## config.mk

```make
export PLATFORM = sky130hd
export DESIGN_NAME = clock_set_ctrl
export DESIGN_NICKNAME = d
export VERILOG_FILES = /design/src/rtl/clock_set_ctrl.sv
export SDC_FILE = /design/constraint.sdc
export NUM_CORES = 1
export LEC_CHECK = 0
export ABC_AREA = 1
export BUFFER_PORTS_ARGS = -buffer_cell sky130_fd_sc_hd__buf_4
export CELL_PAD_IN_SITES_DETAIL_PLACEMENT = 1
export CELL_PAD_IN_SITES_GLOBAL_PLACEMENT = 1
export CORE_UTILIZATION = 29
export DETAILED_ROUTE_END_ITERATION = 12
export PLACE_DENSITY = 0.62
export SYNTH_ARGS = -nofsm -noshare
export SYNTH_HDL_FRONTEND = slang
export SYNTH_SLANG_ARGS = --single-unit
```

## constraint.sdc

```tcl
create_clock -name clk -period 4.2 [get_ports clk]
set_clock_uncertainty 0.2 [all_clocks]
set_input_delay 0.84 -clock clk [delete_from_list [all_inputs] [get_ports clk]]
set_output_delay 0.84 -clock clk [all_outputs]
set_load 0.03 [all_outputs]
```

## src/rtl/clock_set_ctrl.sv

```systemverilog
`default_nettype none
// ============================================================================
// Module   : clock_set_ctrl
// Purpose  : Controller for the BCD twelve-hour clock datapath. Generates the
//            1 Hz count-enable and runs a button-driven set-time FSM that
//            edits shadow hour/minute/AM-PM registers and commits them to the
//            clock with a one-cycle parallel load.
// Optional : define SET_TIMEOUT_EN to abort an idle edit after TIMEOUT_CYC
//            cycles (no load issued).
// Ports    : clk, reset (sync, active-high)
//            btn_mode, btn_inc      debounced button levels
//            cur_pm, cur_hh, cur_mm current clock time (BCD)
//            clk_ena                one-cycle count enable to the clock
//            load, load_pm/hh/mm/ss parallel-load strobe and data
//            edit_sel               0 run, 1 hours, 2 minutes, 3 commit
// Revision : 1.0 - initial release
// ============================================================================
module clock_set_ctrl #(
    parameter int TICK_DIV    = 50000000,
    parameter int TIMEOUT_CYC = 500000000
) (
    input  logic       clk,
    input  logic       reset,
    input  logic       btn_mode,
    input  logic       btn_inc,
    input  logic       cur_pm,
    input  logic [7:0] cur_hh,
    input  logic [7:0] cur_mm,
    output logic       clk_ena,
    output logic       load,
    output logic       load_pm,
    output logic [7:0] load_hh,
    output logic [7:0] load_mm,
    output logic [7:0] load_ss,
    output logic [1:0] edit_sel
);

    localparam int             PRE_W     = $clog2(TICK_DIV);
    localparam logic [PRE_W-1:0] TICK_LAST = PRE_W'(TICK_DIV - 1);

    typedef enum logic [1:0] {
        S_RUN    = 2'd0,
        S_SET_HH = 2'd1,
        S_SET_MM = 2'd2,
        S_COMMIT = 2'd3
    } state_t;

    state_t             state, state_next;
    logic [PRE_W-1:0]   pre_cnt;
    logic               mode_prev, inc_prev;
    logic               mode_evt, inc_evt;
    logic [7:0]         sh_hh, sh_mm;
    logic               sh_pm;
    logic [7:0]         hh_inc, mm_inc, hh_cap, mm_cap;
    logic               timeout_hit;

    // Button history resets to 1 so a button held through reset must be
    // released and pressed again before it produces an event.
    always_ff @(posedge clk) begin
        if (reset) begin
            mode_prev <= 1'b1;
            inc_prev  <= 1'b1;
            mode_evt  <= 1'b0;
            inc_evt   <= 1'b0;
        end else begin
            mode_prev <= btn_mode;
            inc_prev  <= btn_inc;
            mode_evt  <= btn_mode & ~mode_prev;
            inc_evt   <= btn_inc & ~inc_prev;
        end
    end

    // Prescaler only counts in RUN; held at 0 elsewhere so the first enable
    // after an edit comes a full TICK_DIV cycles later.
    always_ff @(posedge clk) begin
        if (reset || state != S_RUN || pre_cnt == TICK_LAST)
            pre_cnt <= '0;
        else
            pre_cnt <= pre_cnt + 1'b1;
    end

    assign clk_ena = (state == S_RUN) && (pre_cnt == TICK_LAST);

`ifdef SET_TIMEOUT_EN
    localparam int              IDLE_W  = $clog2(TIMEOUT_CYC);
    localparam logic [IDLE_W-1:0] TO_LAST = IDLE_W'(TIMEOUT_CYC - 1);
    logic [IDLE_W-1:0] idle_cnt;
    logic              in_set;

    assign in_set = (state == S_SET_HH) || (state == S_SET_MM);

    // Cleared on any state change (covers entry to each set state) and on
    // every button event; counts only while editing.
    always_ff @(posedge clk) begin
        if (reset || !in_set || state_next != state || mode_evt || inc_evt)
            idle_cnt <= '0;
        else
            idle_cnt <= idle_cnt + 1'b1;
    end

    assign timeout_hit = in_set && (idle_cnt == TO_LAST);
`else
    // Feature not built: the comparison is constant false for any legal
    // TIMEOUT_CYC, so set states persist indefinitely.
    assign timeout_hit = (TIMEOUT_CYC < 0);
`endif

    always_ff @(posedge clk) begin
        if (reset) state <= S_RUN;
        else       state <= state_next;
    end

    // Mode has priority over inc and over an idle timeout on the same cycle.
    always_comb begin
        state_next = state;
        case (state)
            S_RUN:    if (mode_evt) state_next = S_SET_HH;
            S_SET_HH: if (mode_evt) state_next = S_SET_MM;
                      else if (timeout_hit) state_next = S_RUN;
            S_SET_MM: if (mode_evt) state_next = S_COMMIT;
                      else if (timeout_hit) state_next = S_RUN;
            S_COMMIT: state_next = S_RUN;
            default:  state_next = S_RUN;
        endcase
    end

    // Capture sanitisation and BCD increment values.
    always_comb begin
        hh_cap = 8'h12;
        mm_cap = 8'h00;
        if ((cur_hh[7:4] == 4'd0 && cur_hh[3:0] >= 4'd1 && cur_hh[3:0] <= 4'd9) ||
            (cur_hh[7:4] == 4'd1 && cur_hh[3:0] <= 4'd2))
            hh_cap = cur_hh;
        if (cur_mm[7:4] <= 4'd5 && cur_mm[3:0] <= 4'd9)
            mm_cap = cur_mm;

        if (sh_hh == 8'h12)
            hh_inc = 8'h01;
        else if (sh_hh[3:0] == 4'd9)
            hh_inc = 8'h10;
        else
            hh_inc = {sh_hh[7:4], sh_hh[3:0] + 4'd1};

        if (sh_mm == 8'h59)
            mm_inc = 8'h00;
        else if (sh_mm[3:0] == 4'd9)
            mm_inc = {sh_mm[7:4] + 4'd1, 4'd0};
        else
            mm_inc = {sh_mm[7:4], sh_mm[3:0] + 4'd1};
    end

    always_ff @(posedge clk) begin
        if (reset) begin
            sh_hh <= 8'h12;
            sh_mm <= 8'h00;
            sh_pm <= 1'b0;
        end else begin
            case (state)
                S_RUN: if (mode_evt) begin
                    sh_hh <= hh_cap;
                    sh_mm <= mm_cap;
                    sh_pm <= cur_pm;
                end
                S_SET_HH: if (!mode_evt && inc_evt) begin
                    sh_hh <= hh_inc;
                    // Only the 11 -> 12 step crosses noon/midnight.
                    if (sh_hh == 8'h11) sh_pm <= ~sh_pm;
                end
                S_SET_MM: if (!mode_evt && inc_evt) sh_mm <= mm_inc;
                default: ;
            endcase
        end
    end

    assign load     = (state == S_COMMIT);
    assign load_hh  = sh_hh;
    assign load_mm  = sh_mm;
    assign load_pm  = sh_pm;
    assign load_ss  = 8'h00;
    assign edit_sel = state;

endmodule
`default_nettype wire
```

==> impl_results.md <==
- Synth Area in Simple Gates: 37.3%
- Compound-Gate Fraction of Synth Area: 9.06%
- Slowest CP cell: dfxtp_1
- Max VDD drop: 0.143 mV
- Fin. Hold Viols: 0
- Crit. End Element: output port
- Post-Syn Instances: 425
- Die ar.: 10200 sq um
- Die Ht: 101 um
- Standard-cell rows: 35
- Synthesized cell area: 2830 sq um
- Placed Cells: 589
- Mux cell area share after synthesis: 0%
- # diodes: 0
- Slew Viols, Final: 0
- Yosys cell types: 29
- Number of post-CTS setup repair buffers: 0
- Final Total Pwr: 1.27 mW
- Skew-Pair Late Insertion Delay: 0.31 ns
- Drt first pass iters: 4
- Crit path max fanout: 5
- WL/cell: 12.7 um
- Via count: 2755
- # setup viols final: 0
- Nets: 497
- Min Tclk post-route: 2.79 ns
- Share of cells above drive strength 1: 14.3%
- Critical Path RT: 3.16 ns
- Crit path cell chain: ha_1 -> nand2_1 -> nand3b_4 -> nor2_4 -> nand3_2 -> nor2_1 -> buf_4
- Yosys warning count: 0
- Seq/Total Area, Yosys: 34.6%
- H-Tree Depth: 2
- Most frequent cells in the layout: 103 x nand2_1, 61 x nor2_1, 53 x inv_1, 49 x dfxtp_1, 41 x buf_4
- First-pass GRT wire length: 12.9 mm
- Total grt overflow: 0
- # DRC: 0
- Layout area overhead: 18.4%
- Initial antenna violation count: 0
- IO buf count: 41
- Max Root-Sink Buffers: 2
- CP max stage delay: 0.40 ns
- Initial Utilization: 30.4%
- HP Class: flip-flop to flip-flop
- Initial DRC count: 82
- Maximum clock frequency: 359 MHz
- Vias in the first global route: 2651
- I/O pin total: 50
- Synth Area in XOR/XNOR: 4.02%
- Slew HR: 62.5%
- Most common cell after layout, fill and taps aside: nand2_1
- Adder-cell share of the synthesized area: 3.98%
- CP Class: flip-flop to output port
- Avg Cell Area, Syn: 6.66 sq um
- Main combinational cell family by area after synthesis: simple AND/OR/NAND/NOR gates
- DIE WIDTH: 101 um
- Synth Register Bits: 49
- Period utilization: 66.3%
- Largest net degree at the start of global routing: 27
- Clock sink count: 49
- Non-Filler Instances: 597
- Clock root cell: clkbuf_8
- Status: finished, final reports clean
- RSZ-0062 raised after global routing: no
- Critical path startpoint category: flip-flop
- MaxCap Viol Count: 0
- Routed Wire Length: 7.60 mm
- Worst Tran Pin Value: 0.562 ns
- Core footprint: 9330 sq um
- Crit path DAT: 1.75 ns
- Via-to-Cell Ratio: 4.61
- Number of CTS-inserted buffers: 5
- CTS-repair resized insts: 0
- Setup total negative slack: 0 ns
- Hold buffers post-CTS: 0
- Gr usage total: 16.0%
- RePlAce Congestion: 0.800
- PwrDens: 378 nW/um^2
- HPWL Detailed: 5.97 mm
- Leakage power: 1.36 nW
- TritonCTS clock tree: done
- ANT nets after route: 0
- Worst-path clk slew: 0.10 ns
==> worst max-delay path, delay by kind of cell, from the launching register on <==
| family | cells | cell delay [ns] |
|---|---|---|
| adder cells (fa/ha/maj) | 1 | 0.21 |
| buffers and inverters | 1 | 0.18 |
| AND/OR/NAND/NOR | 5 | 0.65 |
| flip-flops | 1 | 0.40 |
==> state kept, by name (all words and copies together) (netlist names) <==
signal	flops
edit_sel	2
inc_evt	1
inc_prev	1
load_hh	8
load_mm	8
load_pm	1
mode_evt	1
mode_prev	1
pre_cnt	26
==> metal layers <==
| metal | GRT usage [%] | vias to the layer above | routed length [um] |
|---|---|---|---|
| met3 | 2.57 | 8 | 249 |
| met2 | 24.3 | 48 | 3320 |
| met5 | 0 | - | 0 |
| li1 | - | 1417 | - |
| met1 | 22.9 | 1282 | 3940 |
| met4 | 5.57 | 0 | 95 |
==> synthesized netlist by cell type, drive strengths merged <==
cell type	instances	area share, %
buf	11	3.1
nor3	14	3.2
and3	1	0.22
nand3b	2	0.97
ha	9	4.0
nand4	11	2.4
conb	1	0.13
nand2	106	14
o211ai	1	0.27
xor2	6	1.9
a21oi	27	4.8
a31oi	3	0.66
o21ai	19	3.4
xnor2	7	2.2
clkbuf	2	0.27
nand3	33	6.2
nor2	66	9.9
inv	57	7.6
dfxtp	49	35
==> layout make-up <==
class                      instances  area [sq um]
clock buffer                       6          82.6
clock inverter                     2          37.5
fill                            1220          5980
inverter                          57           214
multi-input combinational        313          1570
sequential                        49           981
tap                              129           161
timing repair buffer              41           308
==> worst paths after layout <==
path                                   from         end  slack (ns)  cells after the start
worst max-delay path             pre_cnt[0]     clk_ena        1.41                      7
worst min register to register    mode_prev    mode_evt        0.20                      1
worst min-delay path              mode_prev    mode_evt        0.20                      1
worst max register to register  edit_sel[0]  load_mm[5]        2.19                     10
==> power breakdown <==
group	internal, mW	switching (mW)
sequential	0.503	0.0487
clock	0.194	0.170
combinational	0.124	0.229
==> per-stage QoR <==
step / hold slack [ns] / instance area [sq um] / utilization [%] / worst slack, ns
after floorplan: 0.173 / 2860 / - / 1.75
after global placement: 0.183 / 3230 / 34.6 / 1.74
after detailed placement: 0.186 / 3230 / 34.6 / 1.63
after CTS: 0.202 / 3350 / 35.9 / 1.35
after global routing: 0.222 / 3350 / 35.9 / 1.23
final: 0.196 / 3350 / 35.9 / 1.41
==> cell families (layout without fill, tap and decap cells) <==
group,after synthesis,in the layout
AND/OR/NAND/NOR,233,233
buffers and inverters,70,106
AO/OA/AOI/OAI,50,50
flip-flops,49,49
XOR/XNOR,13,13
adder cells (fa/ha/maj),9,9
other,1,8
No activity file was read; power rests on OpenSTA's default activity.
